--- config.mk ---
export PLATFORM = sky130hd
export DESIGN_NAME = fetch_ctrl
export DESIGN_NICKNAME = d
export VERILOG_FILES = /design/src/rtl/fetch_ctrl_pkg.sv /design/src/rtl/fetch_pc_sel.sv /design/src/rtl/fetch_ctrl.sv
export SDC_FILE = /design/constraint.sdc
export NUM_CORES = 1
export LEC_CHECK = 0
export CAP_MARGIN = 20
export CORE_MARGIN = 5
export CORE_UTILIZATION = 45
export CTS_BUF_LIST = sky130_fd_sc_hd__clkbuf_2
export CTS_CLUSTER_DIAMETER = 80
export DETAILED_ROUTE_END_ITERATION = 12
export PLACE_DENSITY = 0.86
export SYNTH_ARGS = -nofsm -noshare
export SYNTH_HDL_FRONTEND = slang
export SYNTH_SLANG_ARGS = --single-unit
--- constraint.sdc ---
create_clock -name clk -period 1.98 [get_ports clk]
set_input_delay 0.495 -clock clk [delete_from_list [all_inputs] [get_ports clk]]
set_output_delay 0.495 -clock clk [all_outputs]
set_load 0.03 [all_outputs]
--- src/rtl/fetch_ctrl_pkg.sv ---
// Shared definitions for the instruction-fetch controller.
// FETCH_ALIGN_CHECK_EN adds the ERR state for misaligned fetch addresses.
package fetch_ctrl_pkg;

    localparam int          FETCH_ADDR_W   = 32;
    localparam logic [31:0] FETCH_RESET_PC = 32'h0000_0000;
    localparam logic [31:0] ZERO_WORD      = 32'h0000_0000;
    localparam logic        ENABLE         = 1'b1;
    localparam logic        DISABLE        = 1'b0;

    typedef enum logic [2:0] {
        IDLE,
        REQ,
        WAIT,
        HOLD
`ifdef FETCH_ALIGN_CHECK_EN
        ,
        ERR
`endif
    } fetch_state_t;

endpackage

--- src/rtl/fetch_pc_sel.sv ---
// Program counter with flush > branch > increment priority selection.
// Without FETCH_ALIGN_CHECK_EN the two low PC bits are held at zero.
module fetch_pc_sel
    import fetch_ctrl_pkg::*;
#(
    parameter int                ADDR_W   = FETCH_ADDR_W,
    parameter logic [ADDR_W-1:0] RESET_PC = FETCH_RESET_PC
) (
    input  logic              clk,
    input  logic              rst,
    input  logic              flush_i,
    input  logic [ADDR_W-1:0] new_pc_i,
    input  logic              branch_flag_i,
    input  logic [ADDR_W-1:0] branch_target_i,
    input  logic              inc_en,
    output logic [ADDR_W-1:0] pc
);

`ifdef FETCH_ALIGN_CHECK_EN
    localparam logic [ADDR_W-1:0] PC_MASK = '1;
`else
    localparam logic [ADDR_W-1:0] PC_MASK = ~ADDR_W'(3);
`endif

    logic [ADDR_W-1:0] pc_next;

    always_comb begin
        pc_next = pc;
        if (flush_i)
            pc_next = new_pc_i;
        else if (branch_flag_i)
            pc_next = branch_target_i;
        else if (inc_en)
            pc_next = pc + ADDR_W'(4);
    end

    always_ff @(posedge clk or negedge rst) begin
        if (!rst)
            pc <= RESET_PC & PC_MASK;
        else
            pc <= pc_next & PC_MASK;
    end

endmodule

--- src/rtl/fetch_ctrl.sv ---
// IF-stage fetch sequencer: one outstanding fetch, stall hold, redirect with kill.
// FETCH_ALIGN_CHECK_EN enables the misaligned-PC ERR state and misalign_o.
module fetch_ctrl
    import fetch_ctrl_pkg::*;
#(
    parameter int                ADDR_W   = FETCH_ADDR_W,
    parameter logic [ADDR_W-1:0] RESET_PC = FETCH_RESET_PC
) (
    input  logic              clk,
    input  logic              rst,
    input  logic              stall_i,
    input  logic              branch_flag_i,
    input  logic [ADDR_W-1:0] branch_target_i,
    input  logic              flush_i,
    input  logic [ADDR_W-1:0] new_pc_i,
    output logic              imem_req_o,
    output logic [ADDR_W-1:0] imem_addr_o,
    input  logic              imem_gnt_i,
    input  logic              imem_rvalid_i,
    input  logic [31:0]       imem_rdata_i,
    output logic              ce_o,
    output logic              inst_valid_o,
    output logic [31:0]       inst_o,
    output logic [ADDR_W-1:0] inst_pc_o,
    output logic              misalign_o
);

    fetch_state_t      state, state_next;
    logic              kill, kill_next;
    logic              deliver;
    logic              inc_en;
    logic              redirect;
    logic [ADDR_W-1:0] pc;

    fetch_pc_sel #(
        .ADDR_W   (ADDR_W),
        .RESET_PC (RESET_PC)
    ) u_pc_sel (
        .clk             (clk),
        .rst             (rst),
        .flush_i         (flush_i),
        .new_pc_i        (new_pc_i),
        .branch_flag_i   (branch_flag_i),
        .branch_target_i (branch_target_i),
        .inc_en          (inc_en),
        .pc              (pc)
    );

    assign redirect    = flush_i | branch_flag_i;
    assign imem_addr_o = pc;

`ifdef FETCH_ALIGN_CHECK_EN
    logic misaligned;
    assign misaligned = (pc[1:0] != 2'b00);
    assign imem_req_o = (state == REQ) && !misaligned;
`else
    assign imem_req_o = (state == REQ);
`endif

    // A response that lands in the same cycle as a redirect belongs to the old path.
    always_comb begin
        state_next = state;
        kill_next  = kill;
        deliver    = DISABLE;
        inc_en     = DISABLE;
        case (state)
            IDLE: state_next = REQ;
            REQ: begin
                if (imem_req_o && imem_gnt_i) begin
                    state_next = WAIT;
                    kill_next  = redirect;
                end
`ifdef FETCH_ALIGN_CHECK_EN
                else if (misaligned && !redirect) begin
                    state_next = ERR;
                end
`endif
            end
            WAIT: begin
                if (imem_rvalid_i) begin
                    if (kill || redirect) begin
                        kill_next  = DISABLE;
                        state_next = REQ;
                    end else begin
                        deliver    = ENABLE;
                        state_next = HOLD;
                    end
                end else if (redirect) begin
                    kill_next = ENABLE;
                end
            end
            HOLD: begin
                if (redirect) begin
                    state_next = REQ;
                end else if (!stall_i) begin
                    inc_en     = ENABLE;
                    state_next = REQ;
                end
            end
`ifdef FETCH_ALIGN_CHECK_EN
            ERR: begin
                if (redirect)
                    state_next = REQ;
            end
`endif
            default: state_next = IDLE;
        endcase
    end

    always_ff @(posedge clk or negedge rst) begin
        if (!rst) begin
            state        <= IDLE;
            kill         <= DISABLE;
            ce_o         <= DISABLE;
            inst_valid_o <= DISABLE;
            inst_o       <= ZERO_WORD;
            inst_pc_o    <= '0;
        end else begin
            state        <= state_next;
            kill         <= kill_next;
            ce_o         <= (state_next != IDLE);
            inst_valid_o <= (state_next == HOLD);
            if (deliver) begin
                inst_o    <= imem_rdata_i;
                inst_pc_o <= pc;
            end
        end
    end

`ifdef FETCH_ALIGN_CHECK_EN
    always_ff @(posedge clk or negedge rst) begin
        if (!rst)
            misalign_o <= DISABLE;
        else
            misalign_o <= (state_next == ERR);
    end
`else
    assign misalign_o = DISABLE;
`endif

endmodule

==> impl_metrics.py, run 1 <==
metrics = {
    "yosys": {
        "syn_inst": 450,
        "synth.top_cell.area_share_pct": 49.5,
        "yosysWarnings": 0,
        "synth_edf_count": 0,
        "synth_area_leaders": "dfrtp_1 49%, mux2_2 8.2%, mux2_4 6.4%",
        "synthFlopType": "dfrtp_1",
        "syn_area_um2": 4950,
        "ys_types": 60,
        "synth_seq_cells": 98,
        "ys_async_sr_fraction_pct": 100,
        "yosys.area.top_type": "dfrtp_1",
        "yosysSeqAreaShare_pct": 49.5,
        "avgSynthCellArea_um2": 11.0,
    },
    "sta": {
        "tns_ns": 0,
        "finalHoldViolCount": 0,
        "drv_slew": 0,
        "post-route-period-util_pct": 98.6,
        "setup-violations-final": 0,
        "finClkSkew_ns": 0.0241,
        "timing.final.crit_period_ns": 1.95,
        "whs_ns": 0.381,
        "rsz0062_at_grt": "no",
        "timing.final.ws_setup_ns": 0.0273,
        "fmax_ghz": 0.512,
    },
    "place": {
        "routabilityCongestion": 0.889,
        "port_buffers": 193,
        "dp.cells": 801,
        "dpl_cell_area_um2": 7330,
        "dpl_worst_slack_ns": -0.292,
        "hpwl_mm": 11.5,
    },
    "critical_path": {
        "r2r_cells": 7,
        "required_ns": 2.42,
        "crit_fanout": 5,
        "crit_path_start_kind": "register",
        "crit_path_end_kind": "register",
        "critPathKind": "reg -> reg",
        "worstPathArrival_ns": 2.39,
    },
    "layout": {
        "multiInputGateArea_um2": 2310,
        "final_util_pct": 68.6,
        "ff_latch_area_um2": 2470,
        "fin_area_um2": 7400,
        "layout.nets": 779,
        "n_antenna_cell": 0,
        "fin_cells": 818,
        "nFillCells": 826,
        "area_growth_pct": 49.4,
        "layout-drive-gt1-share_pct": 25.4,
    },
    "min_path": {
        "min_path_type": "in -> async",
    },
    "grt": {
        "grt_pass1_vias": 4774,
        "grt_pass1_wl_mm": 24.2,
        "antenna_found_initial": 0,
        "grt_max_degree": 44,
        "grt_usage_pct": 23.0,
        "overflow": 0,
    },
    "detailed_routing": {
        "wl_mm": 15.1,
        "wl_per_cell_um": 18.4,
        "detail-route-antenna-nets": 0,
        "vias": 4570,
        "viasPerCell": 5.59,
        "drt_iter0_markers": 299,
        "drtPass1Iterations": 5,
        "drc": 0,
    },
    "pwr": {
        "clkPwrFrac_pct": 21.3,
        "p_sw_mw": 1.59,
        "seq_power_share_pct": 48.8,
        "switching_share_pct": 32.9,
        "p_per_area_nw_per_um2": 654,
        "p_int_mw": 3.25,
        "ir_worst_vdd_mv": 0.402,
        "leakage_nw": 3.60,
        "p_total_mw": 4.84,
        "p_comb_share_pct": 30.0,
    },
    "die": {
        "core_area_um2": 10800,
        "dieArea_um2": 13200,
        "die_width_um": 115,
        "initial_utilization_pct": 45.9,
        "io_pins": 203,
        "num_rows": 38,
        "die_y_um": 115,
    },
    "cts": {
        "htreeDepth": 3,
        "path_clk_slew_ns": 0.25,
        "cts_sinks": 98,
        "insertion_delay_ns": 0.56,
        "cts_tree": "built",
        "clockBufferDepth": 2,
        "cts_root_buf": "clkbuf_2",
        "numCtsBuffers": 9,
    },
    "run_status": {
        "status": "completed",
    },
    "run": {
        "max_cap_viol_count": 0,
    },
}
[path summary, 6_finish.rpt]
path,startpoint,end,slack (ns)
max,state[2],u_pc_sel.pc[12],0.03
min,rst,u_pc_sel.pc[17],0.38
max reg2reg,state[2],u_pc_sel.pc[12],0.03
min reg2reg,state[2],ce_o,0.47
max in group asynchronous,rst,inst_o[28],1.04
min in group clk,flush_i,u_pc_sel.pc[2],0.41
[power groups by stage]
| stage | logic (mW) | clock network, mW | registers [mW] |
|---|---|---|---|
| 5_1_grt | 1.55 | 1.14 | 2.40 |
| 4_1_cts | 1.46 | 1.06 | 2.36 |
| 2_1_floorplan | 0.391 | 0 | 2.75 |
| 6_report | 1.45 | 1.03 | 2.36 |
| 3_3_place_gp | 1.53 | 0 | 2.38 |
| 3_5_place_dp | 1.56 | 0 | 2.40 |
[kinds of logic (layout without fill, tap and decap cells)]
kind of cell    Yosys count  count (layout)  synth area share [%]
compound gates          106             106                  13.7
xor+xnor                 12              12                  2.12
fa+ha+maj                 1               1                 0.252
buf+inv                  43             266                  4.72
flops                    98              98                  49.5
mux                      61              61                  15.4
other cells               1               6                0.0757
simple gates            128             128                  14.2
[area by class of cell]
cell class / count / share of cell area, %
sequential: 98 / 33.3
multi-input combinational: 314 / 31.2
timing repair buffer: 243 / 31.0
tap: 140 / 2.37
clock inverter: 4 / 0.930
clock buffer: 10 / 0.676
inverter: 9 / 0.456
[sequential cells by signal (all words and copies together), names as in the netlist]
| name | flops |
|---|---|
| inst_pc_o | 30 |
| inst_o | 32 |
| kill | 1 |
| inst_valid_o | 1 |
| u_pc_sel.pc | 30 |
| ce_o | 1 |
| state | 3 |
[cells in the mapped netlist, drive strengths merged (2+ instances only)]
library cell / n
inv: 9
clkbuf: 13
o31a: 2
a31oi: 7
xnor2: 3
o41ai: 2
nor2b: 3
a211oi: 4
nor3: 13
nor4: 3
xor2: 9
a21oi: 31
nand3b: 2
o21ai: 23
a2bb2oi: 2
nand3: 18
nand4: 14
o22ai: 3
mux2i: 3
nand2: 38
nor2: 16
dfrtp: 98
mux2: 58
a221oi: 2
and4: 3
a22oi: 12
o311ai: 2
nor3b: 2
and2: 4
and3: 7
o221ai: 4
buf: 21
a2111oi: 3
[timing repair]
action,CTS,global route
gates resized for setup,147,26
hold buffers,1,0
buffers inserted,0,2
endpoints found under the hold margin,28,0
endpoints found under the setup margin,95,19
[routing by layer]
layer | part of all wire [%] | global-route usage (%)
met5 | 0 | 0
met4 | 2.8 | 10.0
met3 | 9.8 | 4.95
met2 | 48 | 37.7
met1 | 40 | 29.5
[cells in the final DEF, fill, tap and decap left out, types with 4 or more instances in the layout]
cell type	count
clkdlybuf4s50_1	95
dfrtp_1	87
dlygate4sd2_1	68
buf_4	42
nand2_1	38
mux2_2	36
a21oi_1	31
mux2_4	21
o21ai_0	20
clkdlybuf4s15_2	17
nand3_1	15
clkbuf_2	15
nor2_1	14
nand4_1	13
a22oi_1	12
nor3_1	12
dfrtp_2	11
xor2_1	9
inv_1	8
buf_12	8
a31oi_1	7
and3_1	6
conb_1	6
buf_2	5
and2_1	4
o221ai_1	4
a211oi_1	4
[worst max-delay path, stage by stage (launching register included)]
cell	delay, ns
dfrtp_1	0.45
buf_4	0.16
nor4bb_2	0.30
buf_4	0.19
nand3_1	0.13
nor2_1	0.14
nor3_1	0.06
o41ai_1	0.43
(Power assumes the default switching activity.)
==> inputs of run 2 (changes only) <==
- CAP_MARGIN: 20 -> 30
==> results of run 2 <==
The final DEF is identical to that of run 1; final timing and power are the same.
==> inputs of run 3 (changes only) <==
- GPL_TIMING_DRIVEN: unset -> 0
==> run 3 against run 2 <==
Net effect: design area shrank 1.6%; flip-flop and latch count is the same; power shrank 2.1%; non-clock buffer count shrank 9; count of clock-buffer cells in the layout shrank 1; die area is the same; register-to-register slack gained 0.03 ns; combinational power shrank 3%; first-iteration DRC count grew 14%; critical path type is now in -> reg.
==> impl_metrics.py, run 3 (synthesized netlist as in run 1, its figures left out) <==
metrics = {
    "critical_path": {
        "crit_path_end_kind": "register",
        "rr_startpoint": "u_pc_sel.pc[2]",
        "critPathKind": "in -> reg",
        "required_ns": 2.43,
        "max_stage_delay_ns": 0.49,
        "path_depth": 7,
        "cp_cell_sequence": "clkdlybuf4s50_1 > clkbuf_2 > clkbuf_1 > buf_2 > nor3b_1 > o21ai_0 > nand3_1",
        "worstPathArrival_ns": 2.42,
        "cpLargestDelayFamily": "buffers and inverters",
        "worst_r2r_endpoint": "u_pc_sel.pc[16]",
        "crit_path_start_kind": "input port",
        "slowest_stage": "clkdlybuf4s50_1",
        "regToRegSetupSlack_ns": 0.06,
        "crit_buf_inv": 4,
        "r2r_cells": 6,
        "crit_fanout": 10,
    },
    "detailed_routing": {
        "drtPass1Iterations": 5,
        "vias": 4622,
        "wl_mm": 16.3,
        "detail-route-antenna-nets": 0,
        "drc": 0,
        "wl_per_cell_um": 20.1,
        "drt_iter0_markers": 341,
        "viasPerCell": 5.70,
    },
    "cts": {
        "htreeDepth": 3,
        "cts_tree": "built",
        "clockBufferDepth": 2,
        "path_clk_slew_ns": 0.26,
        "cts_sinks": 98,
        "numCtsBuffers": 9,
        "cts_root_buf": "clkbuf_2",
        "insertion_delay_ns": 0.56,
    },
    "layout": {
        "largestRegisters": "inst_o (32), inst_pc_o (30), u_pc_sel.pc (30)",
        "final_util_pct": 67.5,
        "nFillCells": 849,
        "multiInputGateArea_um2": 2340,
        "fin_cells": 811,
        "largest_register_ffs": 32,
        "regMostFlops": "inst_o",
        "n_antenna_cell": 0,
        "ff_latch_area_um2": 2480,
        "area_growth_pct": 46.9,
        "layout.nets": 770,
        "layout-drive-gt1-share_pct": 25.6,
        "final_common_cell": "clkdlybuf4s50_1",
        "final_cell_mix": "96 x clkdlybuf4s50_1, 77 x dfrtp_1, 63 x dlygate4sd2_1",
    },
    "grt": {
        "antenna_found_initial": 0,
        "overflow": 0,
        "grt_pass1_wl_mm": 25.2,
        "grt_max_degree": 72,
        "grt_pass1_vias": 4912,
        "grt_usage_pct": 24.2,
    },
    "min_path": {
        "min_path_type": "in -> async",
    },
    "pwr": {
        "p_per_area_nw_per_um2": 651,
        "clkPwrFrac_pct": 19.8,
        "p_sw_mw": 1.64,
        "p_int_mw": 3.10,
        "leakage_nw": 3.48,
        "ir_worst_vdd_mv": 0.371,
        "p_comb_share_pct": 29.8,
        "seq_power_share_pct": 50.4,
        "switching_share_pct": 34.6,
    },
    "place": {
        "dpl_worst_slack_ns": -0.961,
        "hpwl_mm": 12.0,
        "port_buffers": 192,
        "routabilityCongestion": 0.900,
        "dp.cells": 788,
    },
    "sta": {
        "finClkSkew_ns": 0.0288,
        "post-route-period-util_pct": 99.4,
        "fmax_ghz": 0.508,
        "worst_slew_pin_slew_ns": 0.631,
        "setup-violations-final": 0,
        "timing.final.ws_setup_ns": 0.0117,
        "drv_slew": 0,
        "finalHoldViolCount": 0,
        "timing.final.crit_period_ns": 1.97,
        "max_slew_margin_pct": 57.9,
        "rsz0062_at_grt": "yes",
    },
    "die": {
        "die_y_um": 115,
        "die_width_um": 115,
        "num_rows": 38,
        "core_area_um2": 10800,
        "io_pins": 203,
        "dieArea_um2": 13200,
        "initial_utilization_pct": 45.9,
    },
    "run": {
        "max_cap_viol_count": 0,
    },
    "run_status": {
        "status": "completed",
    },
}
run 3: layout make-up:
class	count	share of cell area [%]
flip-flops and latches	98	34.0
multi-input cells	314	32.1
repair buffers	201	26.7
plain buffers	33	2.82
well taps	140	2.41
clock inverters	7	0.825
clock buffers	9	0.619
inverters	9	0.464
run 3: worst max path at each step:
| stage | startpoint | endpoint |
|---|---|---|
| after global routing | state[2] | imem_req_o |
| final | flush_i | u_pc_sel.pc[14] |
| after global placement | rst | inst_o[18] |
| after CTS | u_pc_sel.pc[26] | imem_addr_o[26] |
| after detailed placement | flush_i | u_pc_sel.pc[25] |
| after floorplan | branch_flag_i | inst_pc_o[10] |
run 3: metrics by stage:
stage | setup TNS, ns | hold slack (ns) | cell area, µm² | total power, mW
after global routing | -0.350 | 0.352 | 7280 | 4.95
after CTS | 0 | 0.359 | 7200 | 4.74
after global placement | -356.24 | 0.464 | 7070 | 3.86
after floorplan | 0 | 0.199 | 4970 | 3.14
final | 0 | 0.372 | 7280 | 4.74
after detailed placement | -41.35 | 0.446 | 7100 | 3.91
run 3: repair_timing:
action	4_1_cts	5_1_grt
endpoints found under the setup margin	120	54
hold endpoints to repair	27	0
hold buffers	1	0
pin swaps	0	1
gates resized for setup	170	33
buffers inserted	1	6
run 3: layer usage:
layer | vias to the layer above | GRT usage, % | wire length, µm
met2 | 270 | 41.1 | 7780
met4 | 0 | 8.06 | 353
met3 | 35 | 6.47 | 1580
li1 | 2078 | - | -
met1 | 2239 | 30.1 | 6570
met5 | - | 0 | 0
run 3: power by group through the flow:
stage	logic (mW)	registers, mW	clock network, mW
2_1_floorplan	0.391	2.75	0
6_report	1.41	2.39	0.937
4_1_cts	1.40	2.38	0.961
3_5_place_dp	1.48	2.42	0
3_3_place_gp	1.45	2.41	0
5_1_grt	1.50	2.42	1.03
